[src/rtl/uart_rx_axi_lite.sv]
// AXI4-Lite UART receiver: rx deserialiser, RX FIFO, CONFIG/STATUS map.
// Level interrupt on data available or sticky error.
module uart_rx_axi_lite #(
  parameter int C_S_AXI_DATA_WIDTH = 32,
  parameter int C_S_AXI_ADDR_WIDTH = 32,
  parameter int FIFO_DEPTH         = 16,
  parameter int DEFAULT_DIVISOR    = 868
) (
  input  logic                            s_axi_aclk,
  input  logic                            s_axi_aresetn,
  input  logic                            rx,
  output logic                            interrupt,
  input  logic [C_S_AXI_ADDR_WIDTH-1:0]   s_axi_awaddr,
  input  logic [2:0]                      s_axi_awprot,
  input  logic                            s_axi_awvalid,
  output logic                            s_axi_awready,
  input  logic [C_S_AXI_DATA_WIDTH-1:0]   s_axi_wdata,
  input  logic [C_S_AXI_DATA_WIDTH/8-1:0] s_axi_wstrb,
  input  logic                            s_axi_wvalid,
  output logic                            s_axi_wready,
  output logic [1:0]                      s_axi_bresp,
  output logic                            s_axi_bvalid,
  input  logic                            s_axi_bready,
  input  logic [C_S_AXI_ADDR_WIDTH-1:0]   s_axi_araddr,
  input  logic [2:0]                      s_axi_arprot,
  input  logic                            s_axi_arvalid,
  output logic                            s_axi_arready,
  output logic [C_S_AXI_DATA_WIDTH-1:0]   s_axi_rdata,
  output logic [1:0]                      s_axi_rresp,
  output logic                            s_axi_rvalid,
  input  logic                            s_axi_rready
);
  localparam int PW = $clog2(FIFO_DEPTH);
  localparam int CW = PW + 1;
  localparam logic [2:0] S_IDLE = 3'd0, S_START = 3'd1, S_DATA = 3'd2,
                         S_PAR = 3'd3, S_STOP1 = 3'd4, S_STOP2 = 3'd5,
                         S_HOLD = 3'd6;

  logic clk, rst_n;
  assign clk   = s_axi_aclk;
  assign rst_n = s_axi_aresetn;

  logic        awready_q, bvalid_q, arready_q, rvalid_q, irq_q;
  logic [1:0]  bresp_q, rresp_q, rresp_d;
  logic [31:0] rdata_q, rd_val, status;
  logic [5:0]  fmt_q;
  logic [15:0] div_q;
  logic        aw_hs, ar_hs, clr, pop, st_rd;
  logic [1:0]  waddr, raddr;

  logic [9:0]    mem_q [FIFO_DEPTH];
  logic [PW-1:0] wp_q, rp_q;
  logic [CW-1:0] cnt_q;
  logic          empty, full, push_ok, ovr_q, pe_s_q, fe_s_q;

  logic        rx1_q, rx2_q, rxp_q, fall;
  logic [2:0]  st_q, st_d, idx_q, idx_d;
  logic [15:0] cnt_bit_q, cnt_bit_d, sdiv_q, sdiv_d;
  logic [3:0]  sfmt_q, sfmt_d;
  logic [7:0]  dat_q, dat_d;
  logic        par_q, par_d, pe_q, pe_d, fe_q, fe_d;
  logic        push, set_pe, set_fe, tick;
  logic [9:0]  push_data;

  logic unused_ok;
  assign unused_ok = ^{s_axi_awprot, s_axi_arprot, s_axi_wstrb,
                       s_axi_awaddr[C_S_AXI_ADDR_WIDTH-1:4],
                       s_axi_awaddr[1:0], s_axi_wdata[15:7],
                       s_axi_araddr[C_S_AXI_ADDR_WIDTH-1:4],
                       s_axi_araddr[1:0]};

  assign waddr = s_axi_awaddr[3:2];
  assign raddr = s_axi_araddr[3:2];
  assign aw_hs = awready_q & s_axi_awvalid & s_axi_wvalid;
  assign ar_hs = arready_q & s_axi_arvalid;
  assign clr   = aw_hs & (waddr == 2'd1) & s_axi_wdata[6];
  assign empty = (cnt_q == '0);
  assign full  = (cnt_q == CW'(FIFO_DEPTH));
  assign pop   = ar_hs & (raddr == 2'd0) & !empty;
  assign st_rd = ar_hs & (raddr == 2'd2);
  // Pop frees the slot first, so a full FIFO still takes a same-cycle push
  assign push_ok = push & !clr & (!full | pop);

  assign s_axi_awready = awready_q;
  assign s_axi_wready  = awready_q;
  assign s_axi_bvalid  = bvalid_q;
  assign s_axi_bresp   = bresp_q;
  assign s_axi_arready = arready_q;
  assign s_axi_rvalid  = rvalid_q;
  assign s_axi_rresp   = rresp_q;
  assign s_axi_rdata   = rdata_q;
  assign interrupt     = irq_q;

  assign status = {19'b0, 5'(cnt_q), 2'b0, (st_q != S_IDLE),
                   fe_s_q, pe_s_q, ovr_q, full, empty};

  always_comb begin
    rd_val  = '0;
    rresp_d = 2'b00;
    case (raddr)
      2'd0: if (!empty) rd_val = {1'b1, 21'b0, mem_q[rp_q]};
      2'd1: rd_val = {div_q, 10'b0, fmt_q};
      2'd2: rd_val = status;
      default: rresp_d = 2'b10;
    endcase
  end

  always_ff @(posedge clk or negedge rst_n) begin
    if (!rst_n) begin
      awready_q <= 1'b0;
      bvalid_q  <= 1'b0;
      bresp_q   <= 2'b00;
      arready_q <= 1'b0;
      rvalid_q  <= 1'b0;
      rresp_q   <= 2'b00;
      rdata_q   <= '0;
      fmt_q     <= '0;
      div_q     <= 16'(DEFAULT_DIVISOR);
      irq_q     <= 1'b0;
    end else begin
      awready_q <= s_axi_awvalid & s_axi_wvalid & !bvalid_q & !awready_q;
      arready_q <= s_axi_arvalid & !rvalid_q & !arready_q;
      if (aw_hs) begin
        bvalid_q <= 1'b1;
        bresp_q  <= (waddr == 2'd3) ? 2'b10 : 2'b00;
      end else if (bvalid_q & s_axi_bready) begin
        bvalid_q <= 1'b0;
      end
      if (aw_hs && waddr == 2'd1) begin
        fmt_q <= s_axi_wdata[5:0];
        div_q <= (s_axi_wdata[31:16] < 16'd4) ? 16'd4 : s_axi_wdata[31:16];
      end
      if (ar_hs) begin
        rvalid_q <= 1'b1;
        rdata_q  <= rd_val;
        rresp_q  <= rresp_d;
      end else if (rvalid_q & s_axi_rready) begin
        rvalid_q <= 1'b0;
      end
      irq_q <= (fmt_q[4] & !empty) | (fmt_q[5] & (ovr_q | pe_s_q | fe_s_q));
    end
  end

  always_ff @(posedge clk) begin
    if (push_ok) mem_q[wp_q] <= push_data;
  end

  always_ff @(posedge clk or negedge rst_n) begin
    if (!rst_n) begin
      wp_q   <= '0;
      rp_q   <= '0;
      cnt_q  <= '0;
      ovr_q  <= 1'b0;
      pe_s_q <= 1'b0;
      fe_s_q <= 1'b0;
    end else begin
      if (clr) begin
        wp_q  <= '0;
        rp_q  <= '0;
        cnt_q <= '0;
      end else begin
        if (pop) rp_q <= rp_q + 1'b1;
        if (push_ok) wp_q <= wp_q + 1'b1;
        cnt_q <= cnt_q + CW'(push_ok) - CW'(pop);
      end
      if (st_rd) begin
        ovr_q  <= 1'b0;
        pe_s_q <= 1'b0;
        fe_s_q <= 1'b0;
      end
      if (push & !clr & full & !pop) ovr_q <= 1'b1;
      if (set_pe) pe_s_q <= 1'b1;
      if (set_fe) fe_s_q <= 1'b1;
    end
  end

  // Sync chain resets low so a line held low out of reset is not an edge
  assign fall = rxp_q & !rx2_q;
  assign tick = (cnt_bit_q == 16'd0);

  always_comb begin
    st_d      = st_q;
    cnt_bit_d = cnt_bit_q;
    idx_d     = idx_q;
    dat_d     = dat_q;
    par_d     = par_q;
    pe_d      = pe_q;
    fe_d      = fe_q;
    sdiv_d    = sdiv_q;
    sfmt_d    = sfmt_q;
    push      = 1'b0;
    set_pe    = 1'b0;
    set_fe    = 1'b0;
    if (st_q != S_IDLE && st_q != S_HOLD)
      cnt_bit_d = tick ? sdiv_q - 16'd1 : cnt_bit_q - 16'd1;
    case (st_q)
      S_IDLE: if (fall) begin
        st_d      = S_START;
        sdiv_d    = div_q;
        sfmt_d    = fmt_q[3:0];
        cnt_bit_d = (div_q >> 1) - 16'd1;
        idx_d     = '0;
        dat_d     = '0;
        par_d     = 1'b0;
        pe_d      = 1'b0;
        fe_d      = 1'b0;
      end
      S_START: if (tick) st_d = rx2_q ? S_IDLE : S_DATA;
      S_DATA: if (tick) begin
        dat_d[idx_q] = rx2_q;
        par_d        = par_q ^ rx2_q;
        idx_d        = idx_q + 3'd1;
        if (idx_q == (sfmt_q[3] ? 3'd6 : 3'd7))
          st_d = sfmt_q[0] ? S_PAR : S_STOP1;
      end
      S_PAR: if (tick) begin
        if ((par_q ^ rx2_q) != sfmt_q[1]) begin
          pe_d   = 1'b1;
          set_pe = 1'b1;
        end
        st_d = S_STOP1;
      end
      S_STOP1, S_STOP2: if (tick) begin
        if (!rx2_q) begin
          fe_d   = 1'b1;
          set_fe = 1'b1;
        end
        if (st_q == S_STOP1 && sfmt_q[2]) begin
          st_d = S_STOP2;
        end else begin
          push = 1'b1;
          st_d = rx2_q ? S_IDLE : S_HOLD;
        end
      end
      S_HOLD: if (rx2_q) st_d = S_IDLE;
      default: st_d = S_IDLE;
    endcase
  end

  assign push_data = {fe_d, pe_d, dat_q};

  always_ff @(posedge clk or negedge rst_n) begin
    if (!rst_n) begin
      rx1_q     <= 1'b0;
      rx2_q     <= 1'b0;
      rxp_q     <= 1'b0;
      st_q      <= S_IDLE;
      cnt_bit_q <= '0;
      idx_q     <= '0;
      dat_q     <= '0;
      par_q     <= 1'b0;
      pe_q      <= 1'b0;
      fe_q      <= 1'b0;
      sdiv_q    <= '0;
      sfmt_q    <= '0;
    end else begin
      rx1_q     <= rx;
      rx2_q     <= rx1_q;
      rxp_q     <= rx2_q;
      st_q      <= st_d;
      cnt_bit_q <= cnt_bit_d;
      idx_q     <= idx_d;
      dat_q     <= dat_d;
      par_q     <= par_d;
      pe_q      <= pe_d;
      fe_q      <= fe_d;
      sdiv_q    <= sdiv_d;
      sfmt_q    <= sfmt_d;
    end
  end
endmodule

[config.mk]
export PLATFORM = sky130hd
export DESIGN_NAME = uart_rx_axi_lite
export DESIGN_NICKNAME = d
export VERILOG_FILES = /design/src/rtl/uart_rx_axi_lite.sv
export SDC_FILE = /design/constraint.sdc
export NUM_CORES = 1
export LEC_CHECK = 0
export ABC_AREA = 1
export CORE_MARGIN = 2
export CORE_UTILIZATION = 60
export DETAILED_ROUTE_END_ITERATION = 7
export HOLD_SLACK_MARGIN = 0.03
export PLACE_DENSITY = 0.9
export SLEW_MARGIN = 20
export SYNTH_ARGS = -nofsm -noshare
export SYNTH_HDL_FRONTEND = slang
export SYNTH_SLANG_ARGS = --single-unit
[constraint.sdc]
create_clock -name s_axi_aclk -period 8.5 [get_ports s_axi_aclk]
set_input_delay 2.125 -clock s_axi_aclk [delete_from_list [all_inputs] [get_ports s_axi_aclk]]
set_output_delay 2.125 -clock s_axi_aclk [all_outputs]
set_load 0.01 [all_outputs]
Word level (Yosys, flattened, before mapping)
Memory sizes are Yosys's and may differ from the RTL's.
Cells that the tools add are included.
Operators by class
  add/subtract/negate cells: 8
  order comparisons: 3
  eq/ne operators: 21
  muxes and demuxes: 66
  bitwise operators: 27
  reduce and logical (&&, ||, !) cells: 31
Operator list (count)
  $pmux 32 s3: 1
  $mux 16: 5
  $mux 3: 12
  $mux 32: 1
  $sub 16x1->16 const B: 2
  $mux 1: 29
  $and 1x1->1: 22
  $pmux 3 s6: 1
  $logic_not 16->1: 1
  $lt 16x3->1 const B: 1
  $mux 4: 4
  $mux 8: 2
  $pmux 8 s2: 1
  $reduce_bool 2->1: 8
  $sub 15x1->16 const B: 1
  $ne 2x2->1 const B: 7
  $eq 3x3->1 const B: 3
  $logic_not 1->1: 9
  $add 4x1->4 const B: 2
  $bwmux 8: 1
  $reduce_and 7->1: 1
  $eq 3x2->1 const B: 2
  $mux 2: 3
  $pmux 1 s2: 3
  other kinds (26): 34
Storage, ports and cells
  register bits: 135
  memory bits (writable): 160
  bits of input ports: 114
  output and inout port bits: 42
  word-level logic and storage cells: 185
  memories: 1
Memories
  mem_q: depth 16, width 10, rd ports 1, clocked after memory_dff 0, wr ports 1, RTL line 51  | logic [9:0] mem_q [FIFO_DEPTH];

Logic depth before layout (Yosys ltp)
Gate-level depths: netlist of run 1.
  depth after elaboration: 10
  depth in mapped cells: 19
  depth with buffers taken out: 19

Worst setup path before layout of run 1
No wires, ideal clock.
  path kind: input-to-reg
  start point: input port s_axi_wvalid
  end point: register cnt_q[4]
  library setup time: 0.121 ns
  data arrival time: 4.229 ns
  data required time: 8.379 ns
  slack: 4.150 ns
  cell stages on the path: 15
  buffers on the path: 0
  path through: nand4_1 -> nor2_2 -> nand2_1 -> nand3_2 -> a21oi_4 -> inv_1 -> ha_1 -> inv_1 -> ha_1 -> fa_1 -> nand2_1 -> nand2_1 -> a21oi_1 -> xor2_1 -> nor2_1
On the way
  cells in the longest elaborated chain, start to end: 9
Ends and longest elaborated chain
  start: declaration: RTL line 19  | input logic s_axi_wvalid,
  $and 1x1->1 *: RTL line 74  | assign aw_hs = awready_q & s_axi_awvalid & s_axi_wvalid;
  $and 1x1->1 * (2 in series): RTL line 76  | assign clr = aw_hs & (waddr == 2'd1) & s_axi_wdata[6];
  $logic_not 1->1: RTL line 82  | assign push_ok = push & !clr & (!full | pop);
  $and 1x1->1 (2 in series): RTL line 82
  $add 5x1->5: RTL line 164  | cnt_q <= cnt_q + CW'(push_ok) - CW'(pop);
  $sub 5x1->5: RTL line 164
  $mux 5 *: RTL line 157  | if (clr) begin
  end signal: assignment: RTL line 164
  end: declaration: RTL line 53  | logic [CW-1:0] cnt_q;
Every way passes the cells marked *; elsewhere a longest branch is shown, timed or not.
A chain may end at the register's enable or synchronous reset.

Worst setup path in the final report of run 1
Same ends and word-level chain as after synthesis.

==> results of run 1 <==
state kept, by name, indices dropped and copies added (netlist names), 5 cells and up:
name         cells
cnt_bit_q       16
cnt_q            5
dat_q            8
div_q           16
fmt_q            6
mem_q          160
s_axi_rdata     29
sdiv_q          16
metrics by stage:
step | hold slack [ps] | total power, mW | instances | utilization (%) | setup slack (ps)
2_1_floorplan | 331 | 2.91 | 1290 | - | 4150
3_3_place_gp | 335 | 3.31 | 1582 | 65.3 | 3020
3_5_place_dp | 336 | 3.41 | 1582 | 65.3 | 2940
4_1_cts | 356 | 4.74 | 1634 | 70.0 | 3470
5_1_grt | 367 | 5.01 | 1634 | 70.0 | 3230
6_report | 355 | 4.77 | 1634 | 70.0 | 3400
critical path, delay by kind of cell:
kind	cells	cell delay, ps
and+or+nand+nor	7	1030
buffers and inverters	4	870
adders and majority gates	3	880
xor gates and xnor gates	1	190
AOI/OAI and AO/OA	2	420
placed cells by master, fill, tap and decap left out, drive strengths merged, types with 36 or more instances in the layout:
cell type,Yosys,final
nand3,62,62
clkdlybuf4s50,0,70
inv,108,110
a21oi,47,47
nand2,212,212
nor2,187,187
o21ai,168,168
edfxtp,160,160
clkbuf,40,36
dfrtp,125,125
layout make-up:
| class | count | area (sq um) |
|---|---|---|
| Sequential cell | 290 | 8070 |
| Fill cell | 1404 | 6330 |
| Multi-Input combinational cell | 825 | 4170 |
| Clock buffer | 36 | 782 |
| Timing Repair Buffer | 80 | 779 |
| Inverter | 112 | 428 |
| Tap cell | 275 | 344 |
| Clock inverter | 16 | 193 |
worst max-delay path by stage:
| stage | slack [ps] | depth (start not counted) | start | to |
|---|---|---|---|---|
| finish | 3400 | 17 | s_axi_wvalid | cnt_q[4] |
| floorplan | 4150 | 15 | s_axi_wvalid | cnt_q[4] |
| global placement | 3020 | 17 | s_axi_wvalid | cnt_q[4] |
| global route | 3230 | 17 | s_axi_wvalid | cnt_q[4] |
| detailed placement | 2940 | 17 | s_axi_wvalid | cnt_q[4] |
| CTS | 3470 | 17 | s_axi_wvalid | cnt_q[4] |
layer usage:
metal / share of wire, % / routed length (um) / up-vias / global-route usage (%)
li1: - / - / 4529 / -
met1: 37 / 12100 / 4805 / 36.6
met2: 47 / 15500 / 639 / 48.3
met3: 11 / 3530 / 156 / 6.94
met4: 5.1 / 1660 / 2 / 14.3
met5: 0.037 / 12 / - / 0
power by group:
part	switching, mW	internal (mW)	leakage, nW
combinational	0.999	0.511	2.41
clock	0.537	0.773	0.480
sequential	0.214	1.74	3.05
logic make-up (layout without fill, tap and decap cells):
logic type      count (synthesis)  in the layout
buf+inv                       175            244
mux                             3              3
xor+xnor                       12             12
simple gates                  491            491
compound gates                299            299
flops                         290            290
other cells                     1              5
fa+ha+maj                      15             15
==> flow_summary.json, run 1 <==
{
  "hold_end": "rx2_q",
  "via_per_inst": 6.20,
  "slew_viol_final": 0,
  "grt_pass1_vias": 10064,
  "cts_buffers": 28,
  "worstSetupPathType": "input pin to register",
  "setup_viol_count_final": 0,
  "synth_top_area_share_pct": 37.2,
  "avgSynthCellArea_sq_um": 10.0,
  "synth_top_family_by_area": "simple AND/OR/NAND/NOR gates",
  "fp.dieH_um": 151,
  "die-area_sq_um": 22700,
  "startpoint_type": "input pin",
  "hpwl_mm": 20.7,
  "rr_endpoint": "cnt_q[4]",
  "crit_chain": "clkdlybuf4s50_1 > nand4_1 > nor2_2 > buf_4 > nand2_1 > nand3_2 > a21oi_4 > inv_1 > ha_1 > inv_1 > ha_1 > fa_1 > nand2_1 > nand2_1 > a21oi_1 > xor2_1 > nor2_1",
  "rr_startpoint": "cnt_bit_q[1]",
  "cpMostUsedCell": "nand2_1",
  "slowest_stage": "clkdlybuf4s50_1",
  "drt-pass1-iter-count": 6,
  "hold_depth": 0,
  "synthXorXnorAreaFrac_pct": 0.813,
  "synthSimpleGateAreaFrac_pct": 15.8,
  "max_freq_ghz": 0.196,
  "yosysWarnings": 0,
  "cts_tree": "done",
  "worst_slew_pin_slew_ps": 1150,
  "routabilityCongestion": 0.967,
  "cts.clk_slew.worst_paths_ps": 70,
  "post_cts_buffers": 0,
  "cp_slowest_stage_delay_ps": 440,
  "grt_usage_pct": 29.3,
  "ctsHoldBuffers": 0,
  "power.density_nw_per_um2": 323,
  "io-pin-count": 156,
  "clk_path_buf_depth": 3,
  "status": "complete, no violations",
  "place_area_sq_um": 13800,
  "skew_ps": 18.3,
  "critPathMaxFanout": 44,
  "ys_ff_latch": 290,
  "syn_to_final_growth_pct": 14.2,
  "finalHoldViolCount": 0,
  "min_from": "rx1_q",
  "wl_per_cell_um": 20.1,
  "cts.sinks": 290,
  "ys.flop_type": "edfxtp_1",
  "grt_max_degree": 68,
  "synth_cell_types": 55,
  "fin_area_sq_um": 14800,
  "drive_gt1_share_pct": 6.99,
  "layout.nets": 1466,
  "syn_inst": 1286,
  "yosys-top-cells-area": "edfxtp_1, dfrtp_1, o21ai_0",
  "yosysSeqAreaShare_pct": 62.4,
  "timing.final.crit_share_pct": 60.0,
  "slew_headroom_pct": 23.3,
  "yosysMostFrequentCell": "nand2_1",
  "vias": 10131,
  "synthMuxAreaShare_pct": 0.232,
  "ir_drop_mv": 0.193,
  "antenna_found_initial": 1,
  "overflow": 0,
  "ctsResizeCount": 0,
  "remaining_drc_errors": 0,
  "fin_setup_tns_ps": 0,
  "place.port_buffers": 71,
  "maxCapViolCount": 0,
  "synthAdderAreaFrac_pct": 1.51,
  "drt_wl_total_mm": 32.8,
  "die_width_um": 151,
  "dr.first_iter.drc_count": 1249,
  "synth_top_area_cell": "edfxtp_1",
  "grt_pass1_wl_mm": 51.5,
  "syn-cell-area_sq_um": 12900,
  "fin_crit_ps": 5100,
  "hold_class": "register to register",
  "r2r_slack_ps": 4570,
  "coreArea_sq_um": 21100,
  "antennaDiodeCount": 0,
  "clock_latency_ps": 560,
  "async_flop_share_pct": 44.8,
  "synth_compound_area_share_pct": 13.6,
  "start_util_pct": 61.3,
  "worstRegToRegCells": 17,
  "synth_commonest_cells": "nand2_1, nor2_1, o21ai_0",
  "required_ps": 8930,
  "num_rows": 53,
  "cts-root-buf": "clkbuf_16",
  "cellLeakagePower_nw": 5.94,
  "synth_edf_count": 160,
  "cp-end-kind": "register",
  "htree_levels": 1,
  "rsz0062_at_grt": "no",
  "crit_arrival_ps": 5540,
  "ant_nets": 0
}
No activity file was read; power rests on OpenSTA's default activity.
==> inputs of run 2 (changes only) <==
- CORE_UTILIZATION: 60 -> 56
- PLACE_DENSITY: 0.9 -> 0.85
- clock period: 8.5 -> 5.19 ns (I/O delays scaled with it)
==> run 2 against run 1 <==
Effect of this change: combinational power grew 62%; clock power increased by 63%; cell area increased by 0.48%; clock skew shrank 0.74 ps; worst setup slack lost 2200 ps; largest cell class unchanged; highest routed layer is now met4; largest power group unchanged; cell count up 1.2%; sequential power grew 62%; critical endpoint unchanged; core utilization fell by 4.5 points.
==> flow_summary.json, run 2 (synthesis results as in run 1) <==
{
  "via_per_inst": 5.92,
  "grt_pass1_wl_mm": 49.2,
  "wl_per_cell_um": 18.7,
  "startpoint_type": "input pin",
  "overflow": 0,
  "syn_to_final_growth_pct": 14.8,
  "cts.sinks": 290,
  "cts.clk_slew.worst_paths_ps": 60,
  "power.density_nw_per_um2": 521,
  "cts_buffers": 28,
  "grt_max_degree": 102,
  "p_total_mw": 7.73,
  "grt_usage_pct": 25.7,
  "layout.nets": 1475,
  "place_area_sq_um": 13900,
  "antennaDiodeCount": 0,
  "crit_arrival_ps": 4410,
  "status": "complete, no violations",
  "drt_wl_total_mm": 30.9,
  "setup_viol_count_final": 0,
  "clk_path_buf_depth": 3,
  "fin_area_sq_um": 14800,
  "slew_viol_final": 0,
  "coreArea_sq_um": 22600,
  "worstSetupPathType": "input pin to register",
  "clock_latency_ps": 530,
  "required_ps": 5610,
  "ctsHoldBuffers": 0,
  "maxCapViolCount": 0,
  "die_width_um": 156,
  "routabilityCongestion": 0.916,
  "io-pin-count": 156,
  "cp-end-kind": "register",
  "start_util_pct": 57.1,
  "final_cell_mix": "nand2_1, nor2_1, o21ai_0, edfxtp_1, dfrtp_1",
  "remaining_drc_errors": 0,
  "place.port_buffers": 71,
  "ir_drop_mv": 0.258,
  "cts-root-buf": "clkbuf_16",
  "cellLeakagePower_nw": 5.99,
  "dr.first_iter.drc_count": 1012,
  "fin_setup_tns_ps": 0,
  "ant_nets": 0,
  "cts_tree": "done",
  "fp.dieH_um": 156,
  "timing.final.crit_share_pct": 76.9,
  "top_register": "mem_q",
  "hold_class": "register to register",
  "worst_slew_pin_slew_ps": 1030,
  "antenna_found_initial": 0,
  "num_rows": 55,
  "ctsResizeCount": 0,
  "rsz0062_at_grt": "no",
  "fin_util_pct": 65.5,
  "hpwl_mm": 20.3,
  "post_cts_buffers": 0,
  "drt-pass1-iter-count": 6,
  "grt_pass1_vias": 9529,
  "slew_headroom_pct": 30.8,
  "die-area_sq_um": 24300,
  "largest_reg_flops": 160,
  "finalHoldViolCount": 0,
  "skew_ps": 17.6,
  "max_freq_ghz": 0.251,
  "critPathMaxFanout": 9,
  "final_common_cell": "nand2_1",
  "vias": 9778,
  "htree_levels": 1,
  "drive_gt1_share_pct": 7.16,
  "fin_crit_ps": 3990
}
## run 2: cell count changes in the layout (fill, tap and decap cells not counted)
cell        delta
buf_4          +9
clkbuf_1       +3
nor2_1         +3
nor2_2         -3
clkinvlp_4     -2
clkbuf_8       +1
clkinv_2       -1
clkinv_4       -1
inv_6          -1
inv_8          +1
## run 2: power breakdown
part	switching, mW	leakage [nW]	total, mW	internal (mW)
sequential	0.311	3.05	3.15	2.84
clock	0.846	0.484	2.13	1.28
combinational	1.61	2.46	2.45	0.841
## run 2: critical path, stage by stage
cell             delay (ps)
clkdlybuf4s50_1         500
nor2_1                  170
nand2_1                 110
inv_1                   230
nand2_2                 260
a21oi_4                 280
inv_1                   120
ha_1                    290
inv_1                    40
ha_1                    190
fa_1                    370
nand2_1                 110
nand2_1                  60
a21oi_1                 150
xor2_1                  170
nor2_1                   50
## run 2: worst paths after layout
path	startpoint	end	slack [ps]	cells past startpoint
setup / recovery	s_axi_araddr[3]	cnt_q[4]	1200	16
hold / removal	rx1_q	rx2_q	350	0
setup reg to reg	cnt_bit_q[4]	cnt_q[4]	1550	17
hold reg to reg	rx1_q	rx2_q	350	0
max in group asynchronous	s_axi_aresetn	dat_q[7]	3300	2
min in group asynchronous	s_axi_aresetn	s_axi_rdata[4]	850	1
## run 2: metrics by stage
step,hold WS (ps),instances,worst slack [ps]
2_1_floorplan,331,1290,1670
3_3_place_gp,332,1601,842
3_5_place_dp,342,1601,727
4_1_cts,357,1653,1260
5_1_grt,365,1653,1040
6_report,351,1653,1200
## run 2: final cells by class
cell class                 count  area (sq um)
clock buffer                  40           807
clock inverter                12           166
fill                        1654          7810
inverter                     112           428
multi-input combinational    825          4160
sequential                   290          8070
tap                          285           357
timing repair buffer          89           847
## run 2: metal layers
| layer | global-route usage [%] | share of wire, % | wire (um) | vias to the layer above |
|---|---|---|---|---|
| met1 | 34.1 | 41 | 12600 | 4713 |
| met2 | 43.8 | 49 | 15000 | 465 |
| met5 | 0 | 0 | 0 | - |
| met3 | 4.97 | 8.3 | 2580 | 58 |
| li1 | - | - | - | 4542 |
| met4 | 6.55 | 2.1 | 658 | 0 |
